$ cat config.mk
export PLATFORM = sky130hd
export DESIGN_NAME = rom_stream_reader_flat
export DESIGN_NICKNAME = d
export VERILOG_FILES = /design/src/rtl/rom_stream_reader_if.sv /design/src/rtl/rom_stream_reader.sv /design/src/flat_wrapper.sv
export SDC_FILE = /design/constraint.sdc
export NUM_CORES = 1
export LEC_CHECK = 0
export BUFFER_PORTS_ARGS = -buffer_cell sky130_fd_sc_hd__buf_2
export CAP_MARGIN = 10
export CORE_MARGIN = 8
export CORE_UTILIZATION = 45
export DETAILED_ROUTE_END_ITERATION = 10
export PLACE_DENSITY = 0.79
export SYNTH_ARGS = -nofsm -noshare
export SYNTH_HDL_FRONTEND = slang
export SYNTH_SLANG_ARGS = --single-unit
$ cat constraint.sdc
create_clock -name clk -period 5.9 [get_ports clk]
set_input_delay 0.59 -clock clk [delete_from_list [all_inputs] [get_ports clk]]
set_output_delay 0.59 -clock clk [all_outputs]
set_load 0.005 [all_outputs]
$ cat src/rtl/rom_stream_reader_if.sv
// rom_stream_reader_if
//   Bundles the command, ROM-wrapper and stream signals of rom_stream_reader.
//   master : sequencer view (drives busy/done/rom_cs/rom_addr/out_*/checksum/xor_sig)
//   slave  : environment view (drives start/base_addr/length/rom_dout/out_ready)
//   Signals:
//     start, base_addr, length     command inputs to the sequencer
//     busy, done                   status outputs
//     rom_cs, rom_addr, rom_dout   single-byte read port of the ROM wrapper
//     out_data, out_valid, out_ready  byte stream with valid/ready handshake
//     checksum, xor_sig            running content signatures
interface rom_stream_reader_if #(
    parameter int DATA_WIDTH = 8,
    parameter int ADDR_WIDTH = 10
) ();
    logic                  start;
    logic [ADDR_WIDTH-1:0] base_addr;
    logic [ADDR_WIDTH:0]   length;
    logic                  busy;
    logic                  done;
    logic                  rom_cs;
    logic [ADDR_WIDTH-1:0] rom_addr;
    logic [DATA_WIDTH-1:0] rom_dout;
    logic [DATA_WIDTH-1:0] out_data;
    logic                  out_valid;
    logic                  out_ready;
    logic [15:0]           checksum;
    logic [DATA_WIDTH-1:0] xor_sig;

    modport master (
        input  start, base_addr, length, rom_dout, out_ready,
        output busy, done, rom_cs, rom_addr, out_data, out_valid, checksum, xor_sig
    );

    modport slave (
        output start, base_addr, length, rom_dout, out_ready,
        input  busy, done, rom_cs, rom_addr, out_data, out_valid, checksum, xor_sig
    );
endinterface

$ cat src/rtl/rom_stream_reader.sv
// rom_stream_reader
//   Reads a run of bytes from the 8x1024 ROM wrapper, one read outstanding at a
//   time, and streams each byte out on a valid/ready interface while keeping a
//   16-bit additive checksum and an XOR signature of the accepted bytes.
//   Ports:
//     clk    single clock, shared with the ROM wrapper
//     reset  synchronous, active-high
//     bus    rom_stream_reader_if.master (command, ROM port, stream, signatures)
//   Every output is a register. A read is: ISSUE (rom_cs high for one cycle),
//   WAIT (READ_LATENCY edges until rom_dout is sampled), HOLD (until accepted).
module rom_stream_reader #(
    parameter int DATA_WIDTH   = 8,
    parameter int ADDR_WIDTH   = 10,
    parameter int READ_LATENCY = 2
) (
    input  logic                clk,
    input  logic                reset,
    rom_stream_reader_if.master bus
);

    if (READ_LATENCY < 1 || READ_LATENCY > 7) begin : g_bad_latency
        $error("rom_stream_reader: READ_LATENCY must be in 1..7");
    end

    typedef enum logic [1:0] {
        IDLE,
        ISSUE,
        WAIT,
        HOLD
    } state_t;

    localparam logic [ADDR_WIDTH-1:0] ADDR_STEP = 1;
    localparam logic [ADDR_WIDTH:0]   LEN_ZERO  = '0;
    localparam logic [ADDR_WIDTH:0]   LEN_ONE   = 1;
    localparam logic [2:0]            LAT_LOAD  = 3'(READ_LATENCY);
    localparam logic [2:0]            LAT_ONE   = 3'd1;

    state_t                state;
    logic [ADDR_WIDTH-1:0] cur_addr;
    logic [ADDR_WIDTH:0]   remaining;
    logic [2:0]            lat_cnt;
    logic                  handshake;

    assign handshake = bus.out_valid && bus.out_ready;

    always_ff @(posedge clk) begin
        if (reset) begin
            state         <= IDLE;
            cur_addr      <= '0;
            remaining     <= '0;
            lat_cnt       <= '0;
            bus.busy      <= 1'b0;
            bus.done      <= 1'b0;
            bus.rom_cs    <= 1'b0;
            bus.rom_addr  <= '0;
            bus.out_data  <= '0;
            bus.out_valid <= 1'b0;
            bus.checksum  <= '0;
            bus.xor_sig   <= '0;
        end else begin
            // NOTE: single-cycle pulses default low here; the case below only
            // raises them, so each pulse lasts exactly one cycle.
            bus.done   <= 1'b0;
            bus.rom_cs <= 1'b0;

            case (state)
                IDLE: begin
                    if (bus.start) begin
                        bus.checksum <= '0;
                        bus.xor_sig  <= '0;
                        if (bus.length != LEN_ZERO) begin
                            cur_addr     <= bus.base_addr;
                            remaining    <= bus.length;
                            // rom_cs/rom_addr are set one edge early so they
                            // are visible throughout the ISSUE cycle.
                            bus.rom_cs   <= 1'b1;
                            bus.rom_addr <= bus.base_addr;
                            bus.busy     <= 1'b1;
                            state        <= ISSUE;
                        end else begin
                            bus.done <= 1'b1;
                        end
                    end
                end

                ISSUE: begin
                    lat_cnt <= LAT_LOAD;
                    state   <= WAIT;
                end

                WAIT: begin
                    // The edge that takes lat_cnt from 1 to 0 is the
                    // READ_LATENCY-th edge after the ISSUE edge.
                    if (lat_cnt == LAT_ONE) begin
                        bus.out_data  <= bus.rom_dout;
                        bus.out_valid <= 1'b1;
                        lat_cnt       <= '0;
                        state         <= HOLD;
                    end else begin
                        lat_cnt <= lat_cnt - LAT_ONE;
                    end
                end

                HOLD: begin
                    if (handshake) begin
                        bus.checksum  <= bus.checksum + 16'(bus.out_data);
                        bus.xor_sig   <= bus.xor_sig ^ bus.out_data;
                        bus.out_valid <= 1'b0;
                        remaining     <= remaining - LEN_ONE;
                        cur_addr      <= cur_addr + ADDR_STEP;
                        if (remaining == LEN_ONE) begin
                            bus.busy <= 1'b0;
                            bus.done <= 1'b1;
                            state    <= IDLE;
                        end else begin
                            // Address wraps naturally at 2^ADDR_WIDTH.
                            bus.rom_cs   <= 1'b1;
                            bus.rom_addr <= cur_addr + ADDR_STEP;
                            state        <= ISSUE;
                        end
                    end
                end

                default: state <= IDLE;
            endcase
        end
    end

endmodule

$ cat src/flat_wrapper.sv
// flat-port wrapper written by rule: the top's interface ports become plain ports
module rom_stream_reader_flat 
#(
    parameter int DATA_WIDTH   = 8,
    parameter int ADDR_WIDTH   = 10,
    parameter int READ_LATENCY = 2
)
  (clk, reset, bus_start, bus_base_addr, bus_length, bus_rom_dout, bus_out_ready, bus_busy, bus_done, bus_rom_cs, bus_rom_addr, bus_out_data, bus_out_valid, bus_checksum, bus_xor_sig);
  rom_stream_reader_if #(.DATA_WIDTH(DATA_WIDTH), .ADDR_WIDTH(ADDR_WIDTH)) bus_i ();
  input  logic clk;
  input  logic reset;
  input wire logic [$bits(bus_i.start)-1:0] bus_start;
  input wire logic [$bits(bus_i.base_addr)-1:0] bus_base_addr;
  input wire logic [$bits(bus_i.length)-1:0] bus_length;
  input wire logic [$bits(bus_i.rom_dout)-1:0] bus_rom_dout;
  input wire logic [$bits(bus_i.out_ready)-1:0] bus_out_ready;
  output wire logic [$bits(bus_i.busy)-1:0] bus_busy;
  output wire logic [$bits(bus_i.done)-1:0] bus_done;
  output wire logic [$bits(bus_i.rom_cs)-1:0] bus_rom_cs;
  output wire logic [$bits(bus_i.rom_addr)-1:0] bus_rom_addr;
  output wire logic [$bits(bus_i.out_data)-1:0] bus_out_data;
  output wire logic [$bits(bus_i.out_valid)-1:0] bus_out_valid;
  output wire logic [$bits(bus_i.checksum)-1:0] bus_checksum;
  output wire logic [$bits(bus_i.xor_sig)-1:0] bus_xor_sig;
  assign bus_i.start = bus_start;
  assign bus_i.base_addr = bus_base_addr;
  assign bus_i.length = bus_length;
  assign bus_i.rom_dout = bus_rom_dout;
  assign bus_i.out_ready = bus_out_ready;
  assign bus_busy = bus_i.busy;
  assign bus_done = bus_i.done;
  assign bus_rom_cs = bus_i.rom_cs;
  assign bus_rom_addr = bus_i.rom_addr;
  assign bus_out_data = bus_i.out_data;
  assign bus_out_valid = bus_i.out_valid;
  assign bus_checksum = bus_i.checksum;
  assign bus_xor_sig = bus_i.xor_sig;
  rom_stream_reader #(.DATA_WIDTH(DATA_WIDTH), .ADDR_WIDTH(ADDR_WIDTH), .READ_LATENCY(READ_LATENCY)) u_core (.clk(clk), .reset(reset), .bus(bus_i));
endmodule
==> impl_metrics.py, run 1 <==
metrics = {
    "timing": {
        "drv_slew": 0,
        "tightest_slew_ps": 746.6,
        "clock_skew_ps": 12.49,
        "max_freq_mhz": 352.5,
        "relSlewSlack_pct": 50.23,
        "finalSetupTns_ps": 0,
        "setup-violations-final": 0,
        "hold_viol": 0,
        "fin_crit_ps": 2837,
        "period_share_pct": 48.08,
        "rsz0062_at_grt": "no",
    },
    "yosys": {
        "async_flop_share_pct": 0,
        "syn_area_per_cell_um2": 8.042,
        "synth_compound_area_share_pct": 21.19,
        "synth_edf_count": 0,
        "ys_warn_count": 0,
        "synth_top_area_share_pct": 38.13,
        "synth_seq_area_share_pct": 38.13,
        "synth_area_leaders": "dfxtp_1 38%, a21oi_1 6.5%, nand2_1 6.0%",
        "synthSimpleGateAreaFrac_pct": 22.44,
        "synth_xor_area_share_pct": 4.403,
        "synth_nets": 521,
        "netlist_area_um2": 3780,
        "synth_top_family_by_area": "simple AND/OR/NAND/NOR gates",
        "synth.distinct_cells": 54,
        "synth_ff_type": "dfxtp_1",
        "synthAdderAreaFrac_pct": 6.157,
        "synthCells": 470,
        "synth_largest_area_cell": "dfxtp_1",
        "ys_seq_elements": 72,
        "yosys-mux-area-fraction_pct": 3.211,
    },
    "cells_and_area": {
        "drive_gt1_share_pct": 19.00,
        "antenna-diode-count": 0,
        "design_area_um2": 4410,
        "syn2layout_area_growth_pct": 16.68,
        "fin_nets": 588,
    },
    "worst_setup_path": {
        "critPathTopFamily": "compound AO/OA/AOI/OAI gates",
        "critPathBufInv": 1,
        "critPathMaxStageDelay_ps": 630,
        "crit_fanout": 42,
        "cp.arrival_ps": 3110,
        "reg2reg_setup_slack_ps": 3060,
        "reg2reg_to": "u_core.remaining[5]$_SDFFE_PP0P_",
        "crit_required_ps": 6170,
        "r2r-start": "u_core.state[1]$_SDFFE_PP0P_",
        "rr_worst_depth": 7,
        "crit_slowest_cell": "a21o_1",
        "start_kind": "flop",
        "crit_chain": "ha_1 -> buf_4 -> a21boi_2 -> or3_1 -> a21o_1 -> o21ai_0 -> a21oi_1",
        "crit_type": "flop to flop",
        "crit_path_end_kind": "flop",
    },
    "pwr": {
        "power.density_nw_per_um2": 422.7,
        "ir_drop_uv": 194.0,
        "p_leak_nw": 1.927,
    },
    "status": {
        "run_status": "finished clean",
    },
    "detailed_routing": {
        "drc": 0,
        "drt_wl_total_mm": 9.988,
        "postRouteAntennaNets": 0,
        "routed-via-count": 3742,
        "drtIter0Drc": 180,
        "viasPerCell": 5.784,
        "dr.pass1.iters": 4,
        "routedWlPerCell_um": 15.44,
    },
    "floorplan": {
        "die_h_um": 107.7,
        "core_area_um2": 8175,
        "io_pins": 79,
        "die-area_um2": 11590,
        "die_w_um": 107.7,
        "rows": 33,
        "initial_core_util_pct": 46.24,
    },
    "global_routing": {
        "grt_usage_pct": 17.24,
        "grt_max_degree": 54,
        "grt_pass1_vias": 3518,
        "antenna_found_initial": 0,
        "grt_pass1_wl_mm": 16.52,
        "grt_overflow": 0,
    },
    "clock_tree": {
        "clock_path_buffers": 2,
        "hold_buffers": 0,
        "cts_tree": "yes",
        "postCtsSetupBuffers": 0,
        "cts_made_buffers": 9,
        "cts.root.buffer_cell": "clkbuf_8",
        "cts.sinks": 72,
        "post_cts_resized": 0,
        "insertion_delay_ps": 340,
        "htreeDepth": 3,
        "path_clk_slew_ps": 90,
    },
    "hold_path": {
        "hold_end": "u_core.bus.rom_addr[3]$_SDFFE_PP0P_",
        "min_path_cells": 2,
        "hold_start": "u_core.bus.rom_addr[3]$_SDFFE_PP0P_",
        "hp-class": "flop to flop",
    },
    "job": {
        "maxCapViolCount": 0,
    },
    "place": {
        "port_buffers": 78,
        "gp_congestion": 0.8377,
        "placed_area_um2": 4200,
        "hpwl_mm": 7.161,
    },
}
[kinds of logic after synthesis]
kind of cell / Yosys count
flops: 72
simple gates: 183
xor+xnor: 19
fa+ha+maj: 18
buf+inv: 39
mux: 12
compound gates: 127
[worst register-to-register path, stage by stage, from the launching register on]
cell      delay [ps]
dfxtp_1          380
ha_1             160
buf_4            370
a21boi_2         360
or3_1            480
a21o_1           630
o21ai_0          200
a21oi_1          180
[Yosys cell counts, types with 3 or more instances]
| cell type | instances |
|---|---|
| a211oi_1 | 7 |
| a21o_1 | 4 |
| a21oi_1 | 49 |
| a31oi_1 | 4 |
| and3_1 | 3 |
| buf_2 | 6 |
| clkbuf_1 | 15 |
| dfxtp_1 | 72 |
| ha_1 | 17 |
| inv_1 | 12 |
| mux2i_1 | 11 |
| nand2_1 | 60 |
| nand2b_1 | 7 |
| nand3_1 | 18 |
| nand4_1 | 10 |
| nor2_1 | 51 |
| nor3_1 | 13 |
| nor4_1 | 4 |
| o211ai_1 | 6 |
| o21ai_0 | 26 |
| o31ai_1 | 4 |
| o32ai_1 | 3 |
| or3_1 | 7 |
| or4_1 | 5 |
| xnor2_1 | 5 |
| xor2_1 | 14 |
[layer usage]
| metal | up-vias | global-route usage [%] | part of all wire (%) |
|---|---|---|---|
| li1 | 1811 | - | - |
| met1 | 1786 | 21.15 | 44 |
| met2 | 133 | 28.03 | 47 |
| met3 | 12 | 5.210 | 7.4 |
| met4 | 0 | 5.748 | 1.7 |
| met5 | - | 0 | 0 |
[report_power, final]
| group | internal [W] | total [W] | switching (W) |
|---|---|---|---|
| clock network | 0.000208 | 0.000406 | 0.000197 |
| registers | 0.000592 | 0.000680 | 0.0000879 |
| logic | 0.000258 | 0.000779 | 0.000520 |
[worst max-delay path by stage]
stage / to / slack, ps / from / depth (start not counted)
after floorplan: u_core.bus.checksum[12]$_SDFFE_PP0P_ / 3830 / u_core.bus.out_data[0]$_SDFFE_PP0P_ / 8
after global placement: u_core.remaining[9]$_SDFFE_PP0P_ / 3240 / u_core.state[1]$_SDFFE_PP0P_ / 7
after detailed placement: u_core.remaining[5]$_SDFFE_PP0P_ / 3130 / u_core.state[1]$_SDFFE_PP0P_ / 7
after CTS: u_core.remaining[5]$_SDFFE_PP0P_ / 3110 / u_core.state[1]$_SDFFE_PP0P_ / 7
after global routing: u_core.remaining[5]$_SDFFE_PP0P_ / 2790 / u_core.state[1]$_SDFFE_PP0P_ / 7
final: u_core.remaining[5]$_SDFFE_PP0P_ / 3060 / u_core.state[1]$_SDFFE_PP0P_ / 7
[per-stage QoR]
step	worst slack [ps]	utilization [%]	power (W)	hold slack [ps]	instances
6_report	3063	53.95	0.001864	459.4	647
5_1_grt	2793	53.95	0.002006	481.5	647
4_1_cts	3109	53.89	0.001858	463.1	646
3_5_place_dp	3126	51.38	0.001452	450.3	630
3_3_place_gp	3238	51.38	0.001425	443.7	630
2_1_floorplan	3835	-	0.001286	443.9	470
[placed cells by master, fill, tap and decap left out, drive strengths merged, types with 10 or more instances in the layout]
master,count
o21ai,28
nor3,14
a21oi,50
nand4,10
dfxtp,72
nand3,18
clkbuf,10
mux2i,11
xor2,14
ha,17
inv,13
buf,81
nand2,60
nor2,51
[state kept, by name (all words and copies together) (netlist names)]
name / cells
u_core.bus.busy: 1
u_core.bus.out_data: 8
u_core.bus.rom_cs: 1
u_core.bus.checksum: 16
u_core.bus.done: 1
u_core.state: 2
u_core.lat_cnt: 3
u_core.bus.out_valid: 1
u_core.bus.xor_sig: 8
u_core.remaining: 11
u_core.bus.rom_addr: 10
u_core.cur_addr: 10
[final cells by class]
| type | count | area (um^2) |
|---|---|---|
| fill | 769 | 3765 |
| multi-input combinational | 359 | 2170 |
| sequential | 72 | 1441 |
| timing repair buffer | 81 | 410.4 |
| clock buffer | 10 | 137.6 |
| tap | 105 | 131.4 |
| clock inverter | 6 | 67.56 |
| inverter | 14 | 52.55 |
No activity file was read; power rests on OpenSTA's default activity.
==> run 2: changes to the inputs <==
PLACE_DENSITY = 0.81   (was 0.79)
clock period = 2.5 ns   (was 5.9 ns; I/O delays follow)
==> impl_metrics.py, run 2 (same netlist as run 1, synthesis figures left out) <==
metrics = {
    "cells_and_area": {
        "drive_gt1_share_pct": 20.69,
        "layout_common_cells": "79 x buf_2, 72 x dfxtp_1, 60 x nand2_1",
        "largest_reg_flops": 16,
        "antenna-diode-count": 0,
        "largest_register": "u_core.bus.checksum",
        "layout_commonest_cell": "buf_2",
        "top_regs": "u_core.bus.checksum x16, u_core.remaining x11",
        "fin_nets": 597,
        "syn2layout_area_growth_pct": 18.27,
    },
    "timing": {
        "clock_skew_ps": 9.635,
        "rsz0062_at_grt": "no",
        "fin_crit_ps": 2280,
        "fin_ws_ps": 220.2,
        "hold_viol": 0,
        "tightest_slew_ps": 775.2,
        "relSlewSlack_pct": 47.64,
        "setup-violations-final": 0,
        "period_share_pct": 91.19,
        "finalSetupTns_ps": 0,
        "drv_slew": 0,
        "max_freq_mhz": 438.6,
    },
    "clock_tree": {
        "cts.root.buffer_cell": "clkbuf_8",
        "htreeDepth": 3,
        "clock_path_buffers": 2,
        "insertion_delay_ps": 360,
        "cts_tree": "yes",
        "cts.sinks": 72,
        "path_clk_slew_ps": 80,
        "cts_made_buffers": 9,
        "hold_buffers": 0,
    },
    "pwr": {
        "p_seq_share_pct": 35.8,
        "switchingPower_w": 0.001928,
        "power.density_nw_per_um2": 1002,
        "p_comb_share_pct": 44.4,
        "swShare_pct": 43.03,
        "p_clk_share_pct": 19.8,
        "ir_drop_uv": 411.8,
        "intPower_w": 0.002553,
        "p_leak_nw": 1.960,
    },
    "floorplan": {
        "die_w_um": 107.7,
        "die-area_um2": 11590,
        "io_pins": 79,
        "initial_core_util_pct": 46.24,
        "core_area_um2": 8175,
        "rows": 33,
        "die_h_um": 107.7,
    },
    "job": {
        "maxCapViolCount": 0,
    },
    "global_routing": {
        "grt_max_degree": 53,
        "grt_pass1_wl_mm": 16.66,
        "grt_usage_pct": 17.43,
        "antenna_found_initial": 0,
        "grt_overflow": 0,
        "grt_pass1_vias": 3739,
    },
    "place": {
        "dp_slack_ps": 119.4,
        "gp_congestion": 0.8204,
        "hpwl_mm": 7.246,
        "port_buffers": 78,
    },
    "hold_path": {
        "min_path_cells": 3,
        "hold_end": "u_core.bus.out_data[0]$_SDFFE_PP0P_",
        "hold_start": "bus_rom_dout[0]",
        "hp-class": "input port to flop",
    },
    "detailed_routing": {
        "viasPerCell": 5.669,
        "postRouteAntennaNets": 0,
        "routedWlPerCell_um": 15.22,
        "drt_wl_total_mm": 9.984,
        "dr.pass1.iters": 4,
        "drc": 0,
        "routed-via-count": 3719,
        "drtIter0Drc": 172,
    },
    "worst_setup_path": {
        "start_kind": "flop",
        "crit_type": "flop to flop",
        "reg2reg_setup_slack_ps": 220,
        "crit_path_end_kind": "flop",
        "crit_fanout": 5,
        "crit_required_ps": 2780,
        "r2r-start": "u_core.bus.out_data[0]$_SDFFE_PP0P_",
        "rr_worst_depth": 9,
        "cp.arrival_ps": 2560,
        "reg2reg_to": "u_core.bus.checksum[10]$_SDFFE_PP0P_",
    },
    "status": {
        "run_status": "finished clean",
    },
}
run 2: power groups by stage:
stage / registers [W] / logic (W) / clock network, W
after floorplan: 0.00159 / 0.00145 / 0
after global placement: 0.00161 / 0.00188 / 0
after detailed placement: 0.00163 / 0.00195 / 0
after CTS: 0.00160 / 0.00196 / 0.000905
after global routing: 0.00164 / 0.00224 / 0.000959
final: 0.00161 / 0.00199 / 0.000886
run 2: cell type report:
| type | instances | area, um^2 |
|---|---|---|
| flip-flops and latches | 72 | 1441 |
| fillers | 777 | 3705 |
| clock inverters | 4 | 27.53 |
| well taps | 105 | 131.4 |
| clock buffers | 12 | 165.2 |
| multi-input cells | 359 | 2171 |
| repair buffers | 90 | 478.0 |
| inverters | 14 | 56.30 |
run 2: routing by layer:
layer | global-route usage (%) | up-vias | wire length, um
met2 | 29.21 | 136 | 4726
met3 | 6.886 | 15 | 842
li1 | - | 1831 | -
met1 | 19.98 | 1737 | 4226
met4 | 5.055 | 0 | 189
met5 | 0 | - | 0
run 2: repair_timing:
item	CTS	global route
setup buffers	0	1
setup endpoints to repair	0	18
gates resized for setup	0	2
run 2: worst max path at each step:
stage / end / startpoint / slack [ps] / depth (start not counted)
finish: u_core.bus.checksum[10]$_SDFFE_PP0P_ / u_core.bus.out_data[0]$_SDFFE_PP0P_ / 220 / 9
global route: u_core.bus.checksum[10]$_SDFFE_PP0P_ / u_core.bus.out_data[0]$_SDFFE_PP0P_ / 30 / 9
CTS: u_core.remaining[7]$_SDFFE_PP0P_ / u_core.state[1]$_SDFFE_PP0P_ / 120 / 6
floorplan: u_core.bus.checksum[12]$_SDFFE_PP0P_ / u_core.bus.out_data[0]$_SDFFE_PP0P_ / 430 / 8
detailed placement: u_core.bus.checksum[11]$_SDFFE_PP0P_ / u_core.state[1]$_SDFFE_PP0P_ / 120 / 6
global placement: u_core.bus.checksum[12]$_SDFFE_PP0P_ / u_core.bus.out_data[0]$_SDFFE_PP0P_ / 240 / 8
run 2: stage by stage:
stage	instances	hold slack, ps	util, %	instance area, um^2	power [W]
final	656	121.4	54.68	4471	0.004481
after global routing	656	129.2	54.68	4471	0.004833
after CTS	654	109.5	54.47	4453	0.004464
after detailed placement	638	448.9	52.11	4260	0.003575
after global placement	638	442.7	52.11	4260	0.003494
after floorplan	470	393.9	-	3780	0.003035
run 2: critical path: stages (launching register included):
cell	delay, ps
dfxtp_1	390
ha_1	220
inv_1	70
fa_1	370
nand2b_1	190
a21oi_1	200
o211ai_1	190
buf_4	200
nor4_1	220
o21bai_1	150
==> run 3: changes to the inputs <==
ABC_AREA = 1   (was not set)
CORE_MARGIN = not set   (was 8)
HOLD_SLACK_MARGIN = 0.1   (was not set)
==> impl_metrics.py, run 3 <==
metrics = {
    "status": {
        "run_status": "complete, but fails checks",
        "violations": "design-rule violations",
    },
    "detailed_routing": {
        "routedWlPerCell_um": 13.06,
        "routed-via-count": 4251,
        "viasPerCell": 5.300,
        "dr.pass1.iters": 10,
        "drtIter0Drc": 205,
        "met3_wirelength_um": 689,
        "postRouteAntennaNets": 0,
        "top_layer": "met4",
        "drt_wl_total_mm": 10.47,
        "drc": 5,
        "wl_met2_mm": 5.198,
        "met1_length_mm": 4.359,
    },
    "clock_tree": {
        "insertion_delay_ps": 360,
        "cts_made_buffers": 9,
        "cts.sinks": 72,
        "cts_tree": "yes",
        "postCtsSetupBuffers": 0,
        "htreeDepth": 3,
        "hold_buffers": 0,
        "clock_path_buffers": 2,
        "post_cts_resized": 0,
        "path_clk_slew_ps": 80,
        "cts.root.buffer_cell": "clkbuf_8",
    },
    "pwr": {
        "ir_drop_uv": 655.0,
        "power.density_nw_per_um2": 1050,
        "power_w": 0.005083,
        "p_leak_nw": 2.296,
    },
    "cells_and_area": {
        "layout_commonest_cell": "nand2_1",
        "layout_common_cells": "150 x nand2_1, 81 x nor2_1, 78 x buf_2",
        "largest_reg_flops": 16,
        "top_regs": "u_core.bus.checksum x16, u_core.remaining x11",
        "syn2layout_area_growth_pct": 16.27,
        "largest_register": "u_core.bus.checksum",
        "drive_gt1_share_pct": 17.44,
        "design_area_um2": 4838,
        "layoutNonFillerInstCount": 802,
        "fin_nets": 740,
        "antenna-diode-count": 0,
    },
    "timing": {
        "finalSetupTns_ps": 0,
        "hold_viol": 0,
        "period_share_pct": 83.34,
        "relSlewSlack_pct": 62.92,
        "holdWs_ps": 141.0,
        "clock_skew_ps": 12.60,
        "fin_crit_ps": 2084,
        "drv_slew": 0,
        "rsz0062_at_grt": "no",
        "max_freq_mhz": 479.9,
        "setup-violations-final": 0,
        "tightest_slew_ps": 554.7,
    },
    "place": {
        "gp_congestion": 0.9014,
        "dp.cells": 786,
        "port_buffers": 78,
        "hpwl_mm": 7.801,
        "placed_area_um2": 4578,
    },
    "worst_setup_path": {
        "critPathMaxStageDelay_ps": 420,
        "reg2reg_to": "u_core.bus.checksum[8]$_SDFFE_PP0P_",
        "crit_fanout": 4,
        "crit_required_ps": 2750,
        "r2r-start": "u_core.bus.out_data[0]$_SDFFE_PP0P_",
        "crit_top_cell": "nand2_1",
        "rr_worst_depth": 9,
        "crit_type": "flop to flop",
        "cp-startpoint": "u_core.bus.out_data[0]$_SDFFE_PP0P_",
        "cp.arrival_ps": 2330,
        "crit_slowest_cell": "fa_1",
        "crit_chain": "ha_1 -> inv_1 -> fa_1 -> o21ai_0 -> nand4_1 -> nand2_1 -> nand3_1 -> nand2_1 -> nor2_1",
        "reg2reg_setup_slack_ps": 420,
        "critPathTopFamily": "adder cells",
        "start_kind": "flop",
        "crit_path_end_kind": "flop",
        "critPathBufInv": 1,
    },
    "hold_path": {
        "hp-class": "input port to flop",
        "min_path_cells": 3,
        "hold_end": "u_core.bus.out_data[7]$_SDFFE_PP0P_",
        "hold_start": "bus_rom_dout[7]",
    },
    "yosys": {
        "synth_area_leaders": "dfxtp_1 35%, nand2_1 14%, nor2_1 7.3%",
        "async_flop_share_pct": 0,
        "synth.most_common_cell": "nand2_1",
        "synthCells": 618,
        "synth_seq_area_share_pct": 34.64,
        "synth_edf_count": 0,
        "ys_seq_elements": 72,
        "synth_ff_type": "dfxtp_1",
        "synth.distinct_cells": 45,
        "synth_top_cells_by_count": "150 x nand2_1, 81 x nor2_1, 72 x dfxtp_1",
        "synth_top_area_share_pct": 34.64,
        "synth_largest_area_cell": "dfxtp_1",
        "ys_warn_count": 0,
        "synth_nets": 669,
        "syn_area_per_cell_um2": 6.734,
        "netlist_area_um2": 4161,
    },
    "global_routing": {
        "grt_pass1_vias": 3869,
        "antenna_found_initial": 0,
        "grt_max_degree": 28,
        "grt_pass1_wl_mm": 17.19,
        "grt_usage_pct": 22.16,
        "grt_overflow": 0,
    },
    "floorplan": {
        "rows": 34,
        "die-area_um2": 9636,
        "die_w_um": 98.17,
        "core_area_um2": 8848,
        "io_pins": 79,
        "initial_core_util_pct": 47.03,
        "die_h_um": 98.17,
    },
    "job": {
        "maxCapViolCount": 0,
    },
}
run 3: worst max-delay path by stage:
stage                     slack, ps                              endpoint  cells after the start
after global routing            280  u_core.bus.checksum[12]$_SDFFE_PP0P_                      9
final                           420   u_core.bus.checksum[8]$_SDFFE_PP0P_                      9
after CTS                       440   u_core.bus.checksum[8]$_SDFFE_PP0P_                      9
after global placement          500   u_core.bus.checksum[8]$_SDFFE_PP0P_                      9
after floorplan                 710   u_core.bus.checksum[8]$_SDFFE_PP0P_                      9
after detailed placement        480   u_core.bus.checksum[8]$_SDFFE_PP0P_                      9
run 3: area by class of cell:
class | count | area (um^2)
inverter | 74 | 282.8
tap | 108 | 135.1
timing repair buffer | 81 | 412.9
multi-input combinational | 451 | 2306
clock inverter | 5 | 128.9
clock buffer | 11 | 131.4
sequential | 72 | 1441
fill | 842 | 4010
run 3: worst reg2reg max path, delay by kind of cell (launching register included):
kind	cells	cell delay, ps
adder cells (fa/ha/maj)	2	630
AND/OR/NAND/NOR	5	480
AO/OA/AOI/OAI	1	410
flip-flops	1	370
buffers and inverters	1	70
run 3: where the power goes:
group          leakage (nW)  internal [W]  switching [W]
clock                 0.128      0.000767       0.000453
sequential            0.589       0.00145       0.000236
combinational          1.58      0.000720        0.00145
total                  2.30       0.00294        0.00214
run 3: stage by stage:
step           util [%]  worst slack, ps
2_1_floorplan         -            714.4
3_3_place_gp      51.74            500.3
3_5_place_dp      51.74            476.8
4_1_cts           54.68            439.3
5_1_grt           54.68            283.8
6_report          54.68            416.4
run 3: layer usage:
layer  vias up  global-route usage (%)
met5         -                       0
met4         0                   10.91
met3        19                   3.078
met2       154                   38.68
met1      1935                   26.72
li1       2143                       -
run 3: logic make-up (layout without fill, tap and decap cells):
kind of cell,count (synthesis),after routing,share of synthesized area (%)
xor+xnor,7,7,1.473
mux,2,2,0.4811
fa+ha+maj,18,18,5.592
simple gates,316,316,33.61
compound gates,108,108,14.25
buf+inv,95,171,9.951
flops,72,72,34.64
